==> config.mk <==
export PLATFORM = sky130hd
export DESIGN_NAME = reg_wb_sched
export DESIGN_NICKNAME = d
export VERILOG_FILES = /design/src/rtl/reg_sched_pkg.sv /design/src/rtl/rr_arbiter.sv /design/src/rtl/reg_wb_sched.sv
export SDC_FILE = /design/constraint.sdc
export NUM_CORES = 1
export LEC_CHECK = 0
export ABC_AREA = 1
export BUFFER_PORTS_ARGS = -buffer_cell sky130_fd_sc_hd__buf_2
export CORE_AREA = 8 8 114 116
export CTS_CLUSTER_SIZE = 28
export DETAILED_ROUTE_END_ITERATION = 6
export DIE_AREA = 0 0 122 124
export PLACE_DENSITY_LB_ADDON = 0.15
export SLEW_MARGIN = 20
export SYNTH_ARGS = -nofsm -noshare
export SYNTH_HDL_FRONTEND = slang
export SYNTH_HIERARCHICAL = 1
export SYNTH_SLANG_ARGS = --single-unit
==> constraint.sdc <==
create_clock -name clk -period 1.95 [get_ports clk]
set_input_delay 0.39 -clock clk [delete_from_list [all_inputs] [get_ports clk]]
set_output_delay 0.39 -clock clk [all_outputs]
set_load 0.02 [all_outputs]
==> src/rtl/reg_sched_pkg.sv <==
// reg_sched_pkg: shared constants and types for the register-file
// writeback scheduler. REG_AW / REG_DW match the default
// ADDRESS_WIDTH / D_WIDTH parameters of reg_wb_sched.
package reg_sched_pkg;

  localparam int REG_AW   = 5;
  localparam int REG_DW   = 32;
  localparam int REG_ZERO = 0;
  localparam int REQ_ALU  = 0;
  localparam int REQ_LSU  = 1;

  typedef logic [REG_AW-1:0] reg_addr_t;

  // One writeback requester's view of the write port.
  typedef struct packed {
    logic              valid;
    reg_addr_t         addr;
    logic [REG_DW-1:0] data;
  } wb_req_t;

endpackage

==> src/rtl/rr_arbiter.sv <==
// rr_arbiter: round-robin arbiter. The grant is combinational; the
// last-grant pointer is registered. Searching starts at last+1, so the
// most recent winner has the lowest priority next cycle. Reset points
// last at N_REQ-1 so requester 0 wins first.
module rr_arbiter #(
  parameter int N_REQ = 2
) (
  input  logic             i_clk,
  input  logic             i_rst,
  input  logic [N_REQ-1:0] i_req,
  output logic [N_REQ-1:0] o_gnt
);

  localparam int LW = (N_REQ > 1) ? $clog2(N_REQ) : 1;

  logic [LW-1:0] r_last;
  logic [LW-1:0] w_idx;
  logic [LW-1:0] w_cand;
  logic          w_any;

  // First requesting index after the last winner, wrapping modulo N_REQ.
  always_comb begin
    o_gnt  = '0;
    w_idx  = r_last;
    w_cand = r_last;
    w_any  = 1'b0;
    for (int k = 1; k <= N_REQ; k++) begin
      w_cand = LW'((int'(r_last) + k) % N_REQ);
      if (!w_any && i_req[w_cand]) begin
        w_any         = 1'b1;
        w_idx         = w_cand;
        o_gnt[w_cand] = 1'b1;
      end
    end
  end

  // Remember the winner so it drops to lowest priority.
  always_ff @(posedge i_clk or posedge i_rst) begin
    if (i_rst)      r_last <= LW'(N_REQ - 1);
    else if (w_any) r_last <= w_idx;
  end

endmodule

==> src/rtl/reg_wb_sched.sv <==
// reg_wb_sched: scoreboard plus single write-port scheduler for the
// 32x32 register file. Stalls issue on RAW/WAW against registers with
// writes outstanding and round-robins writeback requesters onto the
// registered rf_* write port.
// Optional: define REG_SCB_CHECK_EN to add the sticky 'err' output,
// which flags a writeback to a nonzero register that was not pending.
module reg_wb_sched
  import reg_sched_pkg::*;
#(
  parameter int D_WIDTH       = REG_DW,
  parameter int ADDRESS_WIDTH = REG_AW,
  parameter int N_REQ         = 2
) (
  input  logic                       clk,
  input  logic                       rst,
  input  logic                       iss_valid,
  input  logic [ADDRESS_WIDTH-1:0]   iss_rd,
  input  logic                       iss_has_rd,
  input  logic [ADDRESS_WIDTH-1:0]   iss_rs1,
  input  logic [ADDRESS_WIDTH-1:0]   iss_rs2,
  output logic                       iss_ready,
  input  logic [N_REQ-1:0]           wb_valid,
  input  logic [N_REQ*ADDRESS_WIDTH-1:0] wb_addr,
  input  logic [N_REQ*D_WIDTH-1:0]   wb_data,
  output logic [N_REQ-1:0]           wb_ready,
  output logic                       rf_wr_en,
  output logic [ADDRESS_WIDTH-1:0]   rf_wr_addr,
  output logic [D_WIDTH-1:0]         rf_din,
`ifdef REG_SCB_CHECK_EN
  output logic                       err,
`endif
  output logic [2**ADDRESS_WIDTH-1:0] busy
);

  localparam int NREG = 2**ADDRESS_WIDTH;

  logic [NREG-1:0]          r_busy;
  logic [NREG-1:0]          w_busy_nxt;
  logic                     r_wr_en;
  logic [ADDRESS_WIDTH-1:0] r_wr_addr;
  logic [D_WIDTH-1:0]       r_din;

  wb_req_t                  w_req [N_REQ];
  logic [N_REQ-1:0]         w_req_vld;
  logic [N_REQ-1:0]         w_gnt;
  logic                     w_gnt_any;
  logic [ADDRESS_WIDTH-1:0] w_gaddr;
  logic [D_WIDTH-1:0]       w_gdata;
  logic                     w_fire;
  logic                     w_set;

  // x0 never counts as pending, whatever the bitmap says.
  function automatic logic pend(input logic [ADDRESS_WIDTH-1:0] r,
                                input logic [NREG-1:0]          b);
    return b[r] && (r != ADDRESS_WIDTH'(REG_ZERO));
  endfunction

  // Unpack the flat requester buses into per-requester records.
  always_comb begin
    for (int i = 0; i < N_REQ; i++) begin
      w_req[i].valid = wb_valid[i];
      w_req[i].addr  = wb_addr[i*ADDRESS_WIDTH +: ADDRESS_WIDTH];
      w_req[i].data  = wb_data[i*D_WIDTH +: D_WIDTH];
      w_req_vld[i]   = w_req[i].valid;
    end
  end

  rr_arbiter #(.N_REQ(N_REQ)) u_arb (
    .i_clk (clk),
    .i_rst (rst),
    .i_req (w_req_vld),
    .o_gnt (w_gnt)
  );

  assign wb_ready  = w_gnt;
  assign w_gnt_any = |w_gnt;

  // Mux the granted requester's address/data (grant is one-hot).
  always_comb begin
    w_gaddr = '0;
    w_gdata = '0;
    for (int i = 0; i < N_REQ; i++) begin
      if (w_gnt[i]) begin
        w_gaddr = w_req[i].addr;
        w_gdata = w_req[i].data;
      end
    end
  end

  // Stall on pending sources (RAW) and pending destination (WAW).
  assign iss_ready = !pend(iss_rs1, r_busy) && !pend(iss_rs2, r_busy) &&
                     !(iss_has_rd && pend(iss_rd, r_busy));
  assign w_fire    = iss_valid && iss_ready;
  assign w_set     = w_fire && iss_has_rd &&
                     (iss_rd != ADDRESS_WIDTH'(REG_ZERO));

  // Next bitmap: clear the register being written this cycle, then
  // apply the issue set so a coincident set wins.
  always_comb begin
    w_busy_nxt = r_busy;
    if (r_wr_en) w_busy_nxt[r_wr_addr] = 1'b0;
    if (w_set)   w_busy_nxt[iss_rd]    = 1'b1;
    w_busy_nxt[REG_ZERO] = 1'b0;
  end

  // Scoreboard bitmap register.
  always_ff @(posedge clk or posedge rst) begin
    if (rst) r_busy <= '0;
    else     r_busy <= w_busy_nxt;
  end

  // Write-port register: a grant to x0 is consumed but never written.
  always_ff @(posedge clk or posedge rst) begin
    if (rst) begin
      r_wr_en   <= 1'b0;
      r_wr_addr <= '0;
      r_din     <= '0;
    end else begin
      r_wr_en <= w_gnt_any && (w_gaddr != ADDRESS_WIDTH'(REG_ZERO));
      if (w_gnt_any) begin
        r_wr_addr <= w_gaddr;
        r_din     <= w_gdata;
      end
    end
  end

  assign rf_wr_en   = r_wr_en;
  assign rf_wr_addr = r_wr_addr;
  assign rf_din     = r_din;
  assign busy       = r_busy;

`ifdef REG_SCB_CHECK_EN
  logic r_err;

  // Sticky flag: accepted writeback to a nonzero register not marked busy.
  always_ff @(posedge clk or posedge rst) begin
    if (rst) r_err <= 1'b0;
    else if (w_gnt_any && (w_gaddr != ADDRESS_WIDTH'(REG_ZERO)) &&
             !r_busy[w_gaddr])
      r_err <= 1'b1;
  end

  assign err = r_err;
`endif

endmodule

==> out/metrics.cfg <==
[global_route]
grtUsageTotal=0.221
antenna_found_initial=0
grt_pass1_wl_um=26400
grt_pass1_vias=5232
grt-ovfl-total=0
grt_start_max_net_pins=33

[setup_path]
cp_max_fo=3
setup.worst_path.start=busy[6]$_DFF_PP0_
worstPathArrival_ns=1.75
critPathRequiredTime_ns=1.56
critical_path_class=register to output port
worstSetupStartpointType=register
r2r_start=busy[3]$_DFF_PP0_
end_kind=output port

[drt]
vias_per_cell=5.19
first_pass_iters=6
drtIter0Drc=429
routed_wl_um=16400
ant_nets=0
vias=5058
drc_errors=0
wl_per_cell_um=16.8

[cells_and_area]
antenna_cells=0
multi_input_area_um2=2160
fin_cells=975
post-route-util=0.533
fin_area_um2=5960
area_delta_synth_final_pct=37.6
drive_gt1_frac=0.320
fill_cells=1091
seqCellArea_um2=1760
fin_nets=922

[pwr]
ir_drop_v=0.000516
p_int_w=0.00417
pwr-share-clk=0.241
p_leak_nw=3.22
switching_share=0.422
pwr-share-seq=0.330
switchingPower_w=0.00305
p_comb_frac=0.430
power.density_nw_per_um2=1210

[outcome]
status=complete, but fails checks
violations=setup timing

[logic_synthesis]
yosysSeqAreaShare=0.405
synth_seq_cells=70
yosys.area.top_type=dfrtp_1
syn_area_um2=4330
synth.avg_cell_area_um2=6.92
synth_cell_types=28
syn-num-nets=720
syn_inst=625
ys_warn_count=6
ys_top_cells_by_area=dfrtp_1 40%, nand2_1 20%, nand3_1 6.7%
synth.top_cell.area_share=0.399

[worst_hold_path]
min_path_type=input pin to async pin

[place]
gp_congestion=0.930
dpl.hpwl_um=12900
io_buffer_count=166
dpl.cell_count=955
placed_area_um2=5580
post-place-ws_ns=-0.209

[die]
row_count=39
start_util=0.387
die_area_um2=15100
core_um2=11200
die_w_um=122
die_h_um=124
io_pins=168

[sta]
timing.setup.tns_ns=-0.193
finalClockSkew_ns=0.00419
period_share=1.10
max_clock_freq_ghz=0.467
rsz0062_at_grt=true
finalSetupViolations=1
slew_viol_final=0
fin_ws_ns=-0.193
slew-limit-headroom=0.586
min_period_ns=2.14
tightest_slew_ns=0.620
finalHoldViolations=0

[flow_run]
maxCapViolations=0

[cts]
h-tree-depth=3
tritoncts=built
clock_path_buffers=2
cts_made_buffers=9
cts_sinks=70
clock_latency_ns=0.33
clk_pin_slew_ns=0.06
clock-root-buffer=clkbuf_16

path summary, 6_finish.rpt:
path | endpoint | slack (ns) | cells after the start
worst max-delay path | iss_ready | -0.19 | 8
worst min-delay path | u_arb/r_last$_DFFE_PP1P_ | 0.08 | 2
worst max register to register | busy[22]$_DFF_PP0_ | 0.13 | 12
worst min register to register | rf_din[23]$_DFFE_PP0P_ | 0.47 | 2
max in group asynchronous | busy[11]$_DFF_PP0_ | 1.28 | 3
min in group clk | rf_din[27]$_DFFE_PP0P_ | 0.26 | 3
power by group through the flow:
stage	logic [W]	clock network (W)	registers, W
after global routing	0.00342	0.00181	0.00244
after floorplan	0.00119	0	0.00279
after detailed placement	0.00301	0	0.00236
final	0.00310	0.00174	0.00238
after global placement	0.00299	0	0.00236
after CTS	0.00309	0.00177	0.00237
routing by layer:
metal / part of all wire / vias to the layer above / track usage
li1: - / 2462 / -
met1: 0.42 / 2304 / 0.274
met2: 0.47 / 254 / 0.362
met3: 0.090 / 38 / 0.0530
met4: 0.026 / 0 / 0.0918
met5: 0 / - / 0
worst max-delay path, cell delays in order, from the launching register on:
cell and delay, ns:
dfrtp_1 0.43, buf_6 0.14, o211ai_1 0.19, nand4_1 0.12, nand3_1 0.11, nand2_2 0.06
nor2_4 0.10, and2_4 0.17, buf_6 0.11
cell type report:
class / instances / area share
Multi-Input combinational cell: 464 / 0.362
Clock inverter: 4 / 0.0118
Inverter: 62 / 0.0397
Tap cell: 143 / 0.0300
Clock buffer: 12 / 0.0414
Timing Repair Buffer: 220 / 0.220
Sequential cell: 70 / 0.295
cells by family after synthesis:
logic type / synth area share
AO/OA/AOI/OAI: 0.117
buffers and inverters: 0.101
flip-flops: 0.405
other: 0.000866
AND/OR/NAND/NOR: 0.375
registers in the layout, summed over array words and instances (netlist names):
register and flops:
rf_wr_en 1, rf_din 32, rf_wr_addr 5, busy 31, u_arb/r_last 1
cell usage after synthesis (all sizes together):
cell    number
nand2      229
dfrtp       69
inv         62
nand3       58
nor2        49
o21ai       38
nand4       35
a22oi       28
buf         21
a21oi        8
clkbuf       8
nor3         8
o211ai       4
o22ai        2
a21boi       1
a31oi        1
and2         1
conb         1
dfstp        1
nand3b       1
what timing repair did:
item | CTS | global route
setup buffers | 3 | 1
setup endpoints to repair | 1 | 29
pin swaps | 6 | 1
hold buffers | 0 | 0
endpoints found under the hold margin | 0 | 0
gates resized for setup | 13 | 8
placed cells by master (no fill, tap or decap), drive strengths merged, types with 4 or more instances in the layout:
cell    instances
nand4          35
inv            61
nor3            8
buf           220
o211ai          4
dfrtp          69
nand3          58
nand2         229
o21ai          38
clkbuf         12
a22oi          28
a21oi           8
nor2           49
through the flow:
stage          hold WS, ns  total power [W]
5_1_grt             0.0777          0.00767
3_3_place_gp         0.421          0.00535
6_report            0.0780          0.00722
2_1_floorplan        0.280          0.00398
4_1_cts             0.0667          0.00722
3_5_place_dp         0.422          0.00537
Power figures use the tool's default switching activity.
